### src/rtl/fifo_level.sv
// Synchronous FIFO with explicit fill level, almost-full/empty thresholds, flush and sticky errors.
// Optional macro FIFO_LEVEL_ERR_EN enables the overflow/underflow sticky flags and clr_err_i.
module fifo_level #(
  parameter  int WIDTH = 8,
  parameter  int DEPTH = 16,
  localparam int CW    = $clog2(DEPTH + 1)
) (
  input  logic             clk_i,
  input  logic             rst_ni,
  input  logic             flush_i,
  input  logic             wr_en_i,
  input  logic [WIDTH-1:0] wr_data_i,
  input  logic             rd_en_i,
  output logic [WIDTH-1:0] rd_data_o,
  output logic             empty_o,
  output logic             full_o,
  output logic [CW-1:0]    level_o,
  input  logic [CW-1:0]    afull_thresh_i,
  input  logic [CW-1:0]    aempty_thresh_i,
  output logic             almost_full_o,
  output logic             almost_empty_o,
  output logic             overflow_o,
  output logic             underflow_o,
  input  logic             clr_err_i
);

  localparam int PW = (DEPTH > 1) ? $clog2(DEPTH) : 1;

  logic [WIDTH-1:0] r_mem [DEPTH];
  logic [PW-1:0]    r_wr_ptr;
  logic [PW-1:0]    r_rd_ptr;
  logic [CW-1:0]    r_level;
  logic [CW-1:0]    w_level_nxt;
  logic             w_tunnel;
  logic             w_wr_acc;
  logic             w_rd_acc;

  // Pointers wrap explicitly so DEPTH need not be a power of two.
  function automatic logic [PW-1:0] ptr_inc(input logic [PW-1:0] p);
    if (p == PW'(DEPTH - 1)) begin
      ptr_inc = {PW{1'b0}};
    end else begin
      ptr_inc = p + PW'(1);
    end
  endfunction

  assign empty_o        = (r_level == {CW{1'b0}});
  assign full_o         = (r_level == CW'(DEPTH));
  assign level_o        = r_level;
  assign almost_full_o  = (r_level >= afull_thresh_i);
  assign almost_empty_o = (r_level <= aempty_thresh_i);

  assign w_tunnel  = wr_en_i & rd_en_i & empty_o;
  assign w_wr_acc  = wr_en_i & (~full_o | rd_en_i) & ~w_tunnel;
  assign w_rd_acc  = rd_en_i & ~empty_o;
  assign rd_data_o = w_tunnel ? wr_data_i : r_mem[r_rd_ptr];

  // Level follows accepted pushes and pops; simultaneous push+pop leaves it unchanged.
  always_comb begin
    w_level_nxt = r_level;
    case ({w_wr_acc, w_rd_acc})
      2'b10:   w_level_nxt = r_level + CW'(1);
      2'b01:   w_level_nxt = r_level - CW'(1);
      default: w_level_nxt = r_level;
    endcase
  end

  // Pointer and level registers; flush clears them but leaves memory contents alone.
  always_ff @(posedge clk_i) begin
    if (!rst_ni) begin
      r_wr_ptr <= {PW{1'b0}};
      r_rd_ptr <= {PW{1'b0}};
      r_level  <= {CW{1'b0}};
    end else if (flush_i) begin
      r_wr_ptr <= {PW{1'b0}};
      r_rd_ptr <= {PW{1'b0}};
      r_level  <= {CW{1'b0}};
    end else begin
      if (w_wr_acc) r_wr_ptr <= ptr_inc(r_wr_ptr);
      if (w_rd_acc) r_rd_ptr <= ptr_inc(r_rd_ptr);
      r_level <= w_level_nxt;
    end
  end

  // Storage array, written only by accepted pushes.
  always_ff @(posedge clk_i) begin
    if (rst_ni && !flush_i && w_wr_acc) begin
      r_mem[r_wr_ptr] <= wr_data_i;
    end
  end

`ifdef FIFO_LEVEL_ERR_EN
  logic r_overflow;
  logic r_underflow;
  logic w_ovf_evt;
  logic w_udf_evt;

  assign w_ovf_evt   = wr_en_i & full_o & ~rd_en_i & ~flush_i;
  assign w_udf_evt   = rd_en_i & empty_o & ~wr_en_i & ~flush_i;
  assign overflow_o  = r_overflow;
  assign underflow_o = r_underflow;

  // Sticky error flags; a new event outranks a same-cycle clear.
  always_ff @(posedge clk_i) begin
    if (!rst_ni) begin
      r_overflow  <= 1'b0;
      r_underflow <= 1'b0;
    end else begin
      if (w_ovf_evt)      r_overflow <= 1'b1;
      else if (clr_err_i) r_overflow <= 1'b0;
      if (w_udf_evt)      r_underflow <= 1'b1;
      else if (clr_err_i) r_underflow <= 1'b0;
    end
  end
`else
  logic w_unused_clr;

  assign w_unused_clr = clr_err_i;
  assign overflow_o   = 1'b0;
  assign underflow_o  = 1'b0;
`endif

endmodule

### config.mk
export PLATFORM = sky130hd
export DESIGN_NAME = fifo_level
export DESIGN_NICKNAME = d
export VERILOG_FILES = /design/src/rtl/fifo_level.sv
export SDC_FILE = /design/constraint.sdc
export NUM_CORES = 1
export LEC_CHECK = 0
export CAP_MARGIN = 20
export CELL_PAD_IN_SITES_DETAIL_PLACEMENT = 1
export CELL_PAD_IN_SITES_GLOBAL_PLACEMENT = 1
export CORE_MARGIN = 10
export CORE_UTILIZATION = 49
export DETAILED_ROUTE_END_ITERATION = 16
export DONT_BUFFER_PORTS = 1
export HOLD_SLACK_MARGIN = 0.02
export PLACE_DENSITY = 0.82
export SYNTH_ARGS = -nofsm -noshare
export SYNTH_HDL_FRONTEND = slang
export SYNTH_SLANG_ARGS = --single-unit
### constraint.sdc
create_clock -name clk_i -period 2.65 [get_ports clk_i]
set_input_delay 0.3975 -clock clk_i [delete_from_list [all_inputs] [get_ports clk_i]]
set_output_delay 0.3975 -clock clk_i [all_outputs]
set_load 0.005 [all_outputs]
-- After elaboration in Yosys (flattened, before gate mapping)
Memory sizes are Yosys's and may differ from the RTL's. A register that Yosys moved wholly into a read port is not among the register bits.
Index checks and enable logic that the tools add are counted.
- memories kept: 1
- register bits after elaboration: 13
- RAM bits: 128
- output and inout bits: 19
- input port bits: 24
- memory list (name ; words ; width ; read ports ; clocked after Yosys merged registers in ; write ports ; RTL line ; text):
    r_mem ; 16 ; 8 ; 1 ; 1 ; 1 ; 29 ; logic [WIDTH-1:0] r_mem [DEPTH];
- add/subtract/negate cells: 4
- order comparisons: 2
- eq/ne operators: 5
- mux-type cells: 8
- reduce and logical (&&, ||, !) cells: 6
- bitwise operators: 10
- operator list (operator ; count):
    4-bit 2-to-1 mux ; 4
    5-bit one-hot mux with 2 select lines ; 1
    4-bit by 1-bit adder with 4-bit output (second input constant) ; 2
    4-bit == test (second input constant) ; 2
    8-bit 2-to-1 mux ; 1
    5-bit by 1-bit adder with 5-bit output (second input constant) ; 1
    1-bit bitwise AND ; 5
    5-bit == test (second input constant) ; 1
    5-bit >= comparator ; 1
    5-bit less-or-equal comparator ; 1
    5-bit zero test ; 1
    5-bit by 1-bit subtractor with 5-bit output (second input constant) ; 1
    1-bit NOT ; 4
    2-bit by 1-bit == test with 1-bit output (second input constant) ; 1
    2-bit == test (second input constant) ; 1
    1-bit logical AND ; 2
    1-bit 2-to-1 mux ; 2
    2-bit nonzero test ; 1
    2-bit OR reduction ; 1
    1-bit zero test ; 1
    1-bit bitwise OR ; 1

-- Logic depth before layout (Yosys ltp)
Gate-level depths: netlist of the first run.
- depth after elaboration: 8
- gate-level depth with buffers: 11

-- Worst setup path before layout of the first run
OpenSTA, ideal clock, no wires.
- kind: flip-flop to flip-flop
- from: reg r_level[1], in the netlist level_o[1]
- to: reg r_level[4], in the netlist level_o[4]
- slack: -209 ps
- required time: 2580 ps
- buffers on the path: 1
- library setup time: 70 ps
- arrival: 2789 ps
- cell stages (with the launch flop): 12
- path through: dfxtp_1 > or4_1 > o21ai_1 > buf_2 > ha_1 > inv_1 > fa_1 > nor2b_1 > o21ai_1 > nor4b_1 > or3_1 > a21oi_1
- cells in the longest elaborated chain, start to end: 7
- elaborated cells between the ends (all ways): 16
- those cells by class: 2 x add/sub; 3 x eq/ne; 1 x mux; 8 x bitwise; 2 x reduce/logical
- RTL lines (item ; RTL line ; text):
    start: declaration ; 32 ; logic [CW-1:0] r_level;
    start signal: assignment ; 73 ; r_level <= {CW{1'b0}};
    start signal: assignment ; 77 ; r_level <= {CW{1'b0}};
    start signal: assignment ; 81 ; r_level <= w_level_nxt;
    5-bit == test ; 48 ; assign full_o = (r_level == CW'(DEPTH));
    1-bit NOT ; 54 ; assign w_wr_acc = wr_en_i & (~full_o | rd_en_i) & ~w_tunnel;
    1-bit bitwise OR ; 54 ;
    1-bit bitwise AND (2 in series) ; 54 ;
    2-bit by 1-bit == test with 1-bit output / 2-bit == test (equally long branches) ; 61 ; case ({w_wr_acc, w_rd_acc})
    5-bit one-hot mux with 2 select lines / 2-bit nonzero test (equally long branches) ; -- ;
Several ways; a longest one is shown, not always the timed one.
A chain may end at the register's enable or synchronous reset.

-- Final worst setup path of the first run
- from: reg r_level[3], in the netlist level_o[3]
- to: reg r_level[4], in the netlist level_o[4]
The elaborated chain is that of the path after synthesis.

==> results of run 1 <==
==> kinds of logic (layout without fill, tap and decap cells) <==
group	Yosys count	count (layout)	share of synthesized area
AND/OR/NAND/NOR	73	73	0.0608
adder cells (fa/ha/maj)	20	20	0.0417
buffers and inverters	38	71	0.0271
other	1	2	0.000607
flip-flops	145	145	0.677
AO/OA/AOI/OAI	42	42	0.0377
multiplexers	49	49	0.148
XOR/XNOR	5	5	0.00709
==> cell type report <==
class	count	area, µm²	share of cell area
Inverter	19	71.3	0.00989
Clock inverter	13	215	0.0299
Timing Repair Buffer	20	179	0.0248
Sequential cell	145	4190	0.581
Multi-Input combinational cell	191	1910	0.265
Clock buffer	19	433	0.0601
Tap cell	168	210	0.0292
==> power by group <==
| part | total [mW] | switching [mW] | internal (mW) |
|---|---|---|---|
| combinational | 0.161 | 0.0880 | 0.0731 |
| sequential | 2.50 | 0.00449 | 2.49 |
| clock | 2.61 | 0.862 | 1.75 |
| total | 5.27 | 0.954 | 4.31 |
==> layer usage <==
metal  global-route usage  vias up  part of all wire
met5                    0        -                 0
met4               0.0685        0             0.021
met3               0.0514       22             0.057
met2                0.295      102              0.54
met1                0.181     1713              0.38
li1                     -     1471                 -
==> worst max-delay path by stage <==
stage               startpoint         end  slack (ns)  cells past startpoint
finish              level_o[3]  level_o[4]        0.02                     10
global route        level_o[3]  level_o[3]       -0.07                     11
CTS                 level_o[0]  level_o[4]      0.0002                     10
detailed placement  level_o[0]  level_o[4]       -0.05                     10
global placement    level_o[0]  level_o[4]        0.12                     10
floorplan           level_o[0]  level_o[4]        0.02                     11
==> flip-flops by register name, indices dropped and copies added (netlist names), named ones only <==
| name | cells |
|---|---|
| r_rd_ptr | 4 |
| level_o | 5 |
| r_mem | 128 |
| r_wr_ptr | 4 |
==> metrics by stage <==
stage	std cells	setup slack (ns)	util	hold WS, ns
final	575	0.0214	0.593	0.0751
after floorplan	374	0.0250	-	0.463
after global routing	575	-0.0688	0.593	0.0555
after CTS	572	0.000230	0.589	0.0628
after global placement	540	0.125	0.533	0.488
after detailed placement	540	-0.0488	0.533	0.498
==> what timing repair did <==
action	in CTS	in global routing
hold buffers	0	0
pin swaps	1	3
endpoints found under the setup margin	9	9
gates resized for setup	11	4
setup buffers	0	3
==> layout by cell type (no fill, tap or decap), drive strengths merged, types with 3 or more instances in the layout <==
master  count
xnor2       3
mux2        8
o21ai      23
clkinv      7
and2       15
edfxtp    128
nand2      21
buf        20
nor2b       5
a21oi      12
dfxtp      17
clkbuf     19
ha         19
nor2       16
mux2i       8
bufinv      6
mux4       33
nor4        3
inv        19
==> results.cfg, run 1 <==
[setup_path]
path_max_fanout = 4
cp_slowest_cell = or4_4
worstReg2RegEnd = level_o[4]
path_class = register to register
crit_path_max_incr_delay_ns = 0.59
path_cells = or4_4 > o21ai_4 > ha_4 > inv_1 > fa_2 > nor2b_4 > o21ai_4 > nor4b_2 > or3_1 > a21oi_1
cp-end-kind = register
crit_path_frequent_cell = o21ai_4
crit_buf_inv = 1
cp_data_required_time_ns = 3.00
cp_top_family = simple AND/OR/NAND/NOR gates
r2r_cells = 10
r2r_slack_ns = 0.02
crit_path_start_kind = register
reg2reg_from = level_o[3]
crit_arrival_ns = 2.98

[synth]
seq_area_frac_synth = 0.677
syn_area_um2 = 6180
synthesis.instances = 373
synthArstFlopShare = 0
yosys_warnings = 0
synth_seq_cells = 145
synth_ff_type = edfxtp_1
yosysTopAreaCell = edfxtp_1
synth_edf_count = 128
synth.avg_cell_area_um2 = 16.6
synth_top_cell_area_share = 0.622
ys_types = 39
netlist_top_cells_area = edfxtp_1 62%, mux4_2 12%, dfxtp_1 5.5%, ha_1 3.8%, o21ai_1 1.5%
synth_commonest_cells = 128 x edfxtp_1, 33 x mux4_2, 21 x nand2_1
yosysMostFrequentCell = edfxtp_1

[floorplan]
die-area_um2 = 17500
dieHeight_um = 132
die_w_um = 132
core_um2 = 12200
num_rows = 40
initial_utilization = 0.508
io_pins = 43

[outcome]
status = completed

[routing]
wl_per_cell_um = 24.1
ant_nets = 0
viasPerCell = 5.75
dr.pass1.iters = 4
vias = 3308
route.detailed.drc = 0
drt_iter0_drc = 293
drt_wl_total_um = 13900

[sta]
setup_tns_ns = 0
max_freq_mhz = 380
drv_slew = 0
finalSetupViolations = 0
fin_crit_ns = 2.63
timing.final.crit_share = 0.992
grt_setup_unrepaired = yes
maxSlewHeadroom = 0.581
skew_ns = 0.00734
worst_slew_pin_slew_ns = 0.620
hold_violations = 0

[place]
io_buffers = 0
placed_area_um2 = 6480
dp_hpwl_um = 9090
gp_congestion = 0.792

[clocking]
clockBufferDepth = 2
numCtsBuffers = 17
cts_htree_levels = 4
cts_tree = done
cts.reportedPaths.clkPinSlew_ns = 0.06
root_buffer = clkbuf_16
cts.sinks = 145
insertion_delay_ns = 0.42

[grt]
grt_max_degree = 23
overflow = 0
grt_use_total = 0.167
antenna_found_initial = 0
grt_pass1_wl_um = 22000
grt_pass1_vias = 3828

[power]
p_per_area_nw_per_um2 = 731
ir_drop_uv = 362
finalPower_mw = 5.27
p_leak_nw = 2.36

[min_path]
hold_depth = 0
worstHoldStart = wr_data_i[2]
min_path_type = primary input to register
hold_path_end = r_mem[6][2]

[layout]
diodes = 0
final_layout_size_suffix_gt1_frac = 0.258
fill_cells = 1121
design_area_um2 = 7210
syn2layout_area_growth_pct = 16.7
fin_nets = 438

[flow_run]
max_cap_viol_count = 0
Power figures use the tool's default switching activity.
==> inputs of run 2 (changes only) <==
--- a/config.mk
+++ b/config.mk
@@ -13,7 +13,7 @@
 export DETAILED_ROUTE_END_ITERATION = 16
 export DONT_BUFFER_PORTS = 1
 export HOLD_SLACK_MARGIN = 0.02
-export PLACE_DENSITY = 0.82
+export PLACE_DENSITY_LB_ADDON = 0.1
 export SYNTH_ARGS = -nofsm -noshare
 export SYNTH_HDL_FRONTEND = slang
 export SYNTH_SLANG_ARGS = --single-unit
==> run 2 against run 1 <==
  * Global-route usage shrank 1.4 points
  * Hold slack gained 0.0069 ns
  * Maximum frequency grew 1.5%
  * Clock skew grew 0.0026 ns
  * Setup slack gained 0.038 ns
  * Core utilization shrank 0.71 points
  * Critical path depth is the same
  * Critical path type unchanged
  * Largest cell class unchanged
==> results.cfg, run 2 (synthesis gave the netlist of run 1 again) <==
[place]
dp_cells = 548
pre_cts_ws_ns = -0.0339
dp_hpwl_um = 8420
gp_congestion = 0.777
placed_area_um2 = 6540
io_buffers = 0

[sta]
grt_setup_unrepaired = yes
worst_slew_pin_slew_ns = 0.620
layout_setup_ws_ns = 0.0598
max_freq_mhz = 386
timing.final.crit_share = 0.977
drv_slew = 0
finalSetupViolations = 0
skew_ns = 0.00989
maxSlewHeadroom = 0.581
hold_violations = 0
fin_crit_ns = 2.59

[setup_path]
cp_data_required_time_ns = 2.99
cp-end-kind = register
path_cells = or4_4 > o21ai_4 > ha_4 > inv_1 > fa_2 > nor2b_4 > o21ai_2 > nor4b_2 > or3_1 > a21oi_1
cp_slowest_cell = or4_4
r2r_cells = 10
worstReg2RegEnd = level_o[4]
crit_path_max_incr_delay_ns = 0.57
reg2reg_from = level_o[0]
crit_arrival_ns = 2.93
crit_path_start_kind = register
r2r_slack_ns = 0.06
path_max_fanout = 5
cp_top_family = simple AND/OR/NAND/NOR gates
crit_buf_inv = 1
path_class = register to register

[power]
p_comb_frac = 0.033
p_per_area_nw_per_um2 = 670
clockPowerShare = 0.444
finalPower_mw = 4.77
power.internal_mw = 3.82
ir_drop_uv = 313
p_sw_mw = 0.949
seqPwrFrac = 0.523
p_leak_nw = 2.33
swShare = 0.199

[clocking]
numCtsBuffers = 17
cts.reportedPaths.clkPinSlew_ns = 0.06
root_buffer = clkbuf_16
cts.sinks = 145
clockBufferDepth = 2
insertion_delay_ns = 0.41
cts_tree = done
cts_htree_levels = 4

[layout]
regMostFlops = r_mem
design_area_um2 = 7120
final_layout_size_suffix_gt1_frac = 0.269
largest_register_ffs = 128
syn2layout_area_growth_pct = 15.3
fin_nets = 445
final_cells = 581
diodes = 0
utilization = 0.586
layout.cells.most_common_list = 128 x edfxtp_1, 33 x mux4_2, 25 x buf_4, 21 x nand2_1
layout_commonest_cell = edfxtp_1

[floorplan]
die-area_um2 = 17500
die_w_um = 132
num_rows = 40
dieHeight_um = 132
io_pins = 43
core_um2 = 12200
initial_utilization = 0.508

[routing]
wl_per_cell_um = 22.0
drt_wl_total_um = 12800
ant_nets = 0
dr.pass1.iters = 4
vias = 3187
drt_iter0_drc = 255
viasPerCell = 5.49
route.detailed.drc = 0

[outcome]
status = completed

[flow_run]
max_cap_viol_count = 0

[grt]
grt_max_degree = 30
use_met2 = 0.250
antenna_found_initial = 0
grt_pass1_vias = 3496
grt.busiest_layer = met2
grt_pass1_wl_um = 20100
overflow = 0
use_met3 = 0.0438
use_met1 = 0.184
grt_use_total = 0.152

[min_path]
min_path_type = primary input to register
hold_path_end = r_mem[4][1]
worstHoldStart = wr_data_i[1]
hold_depth = 0
run 2: cell count changes in the layout (fill, tap and decap cells not counted), moves of 2 or more:
cell	before	now
buf_4	17	25
bufinv_16	6	1
clkbuf_1	2	0
clkinv_1	3	5
clkinvlp_4	0	3
o21ai_2	0	2
o21ai_4	3	1
run 2: layer usage:
metal | routed length, µm | share of wire | vias to the layer above
met2 | 6560 | 0.51 | 75
met3 | 689 | 0.054 | 6
met5 | 0 | 0 | -
met4 | 137 | 0.011 | 0
met1 | 5410 | 0.42 | 1616
li1 | - | - | 1490
run 2: timing repair:
item                                   4_1_cts  5_1_grt
cloned                                       0        1
pin swaps                                    2        1
buffers inserted                             1        0
resized for setup                            8        1
endpoints found under the hold margin        0        0
hold buffers                                 0        0
setup endpoints to repair                    6        3
run 2: cell type report:
cell class	instances	area (µm²)
clock inverter	14	100
fill	1112	5040
tap	168	210
clock buffer	17	425
timing repair buffer	27	233
multi-input combinational	191	1890
inverter	19	71.3
sequential	145	4190
run 2: how the worst max path moves through the flow:
stage                          start         end  slack [ns]  cells after the start
after global routing      level_o[0]  level_o[4]       -0.02                     10
after global placement    level_o[0]  level_o[4]        0.12                     10
after CTS                 level_o[0]  level_o[4]        0.03                     10
after floorplan           level_o[0]  level_o[4]        0.02                     11
final                     level_o[0]  level_o[4]        0.06                     10
after detailed placement  level_o[0]  level_o[4]       -0.03                     10
run 2: through the flow:
| step | setup TNS, ns | hold slack [ns] |
|---|---|---|
| floorplan | 0 | 0.463 |
| global placement | 0 | 0.498 |
| detailed placement | -0.0339 | 0.499 |
| CTS | 0 | 0.0572 |
| global route | -0.0246 | 0.0542 |
| finish | 0 | 0.0820 |
run 2: power groups by stage:
stage                     sequential [mW]  combinational, mW  clock [mW]
after global placement               2.54              0.149           0
final                                2.50              0.155        2.12
after global routing                 2.50              0.175        2.27
after CTS                            2.50              0.156        2.17
after floorplan                      2.54              0.112           0
after detailed placement             2.54              0.152           0
run 2: worst register-to-register path: cells and delay by family (launching register included):
kind                     cells  cell delay, ns
AO/OA/AOI/OAI                3            0.38
adder cells (fa/ha/maj)      2            0.55
buffers and inverters        1            0.08
flip-flops                   1            0.31
AND/OR/NAND/NOR              4            1.20
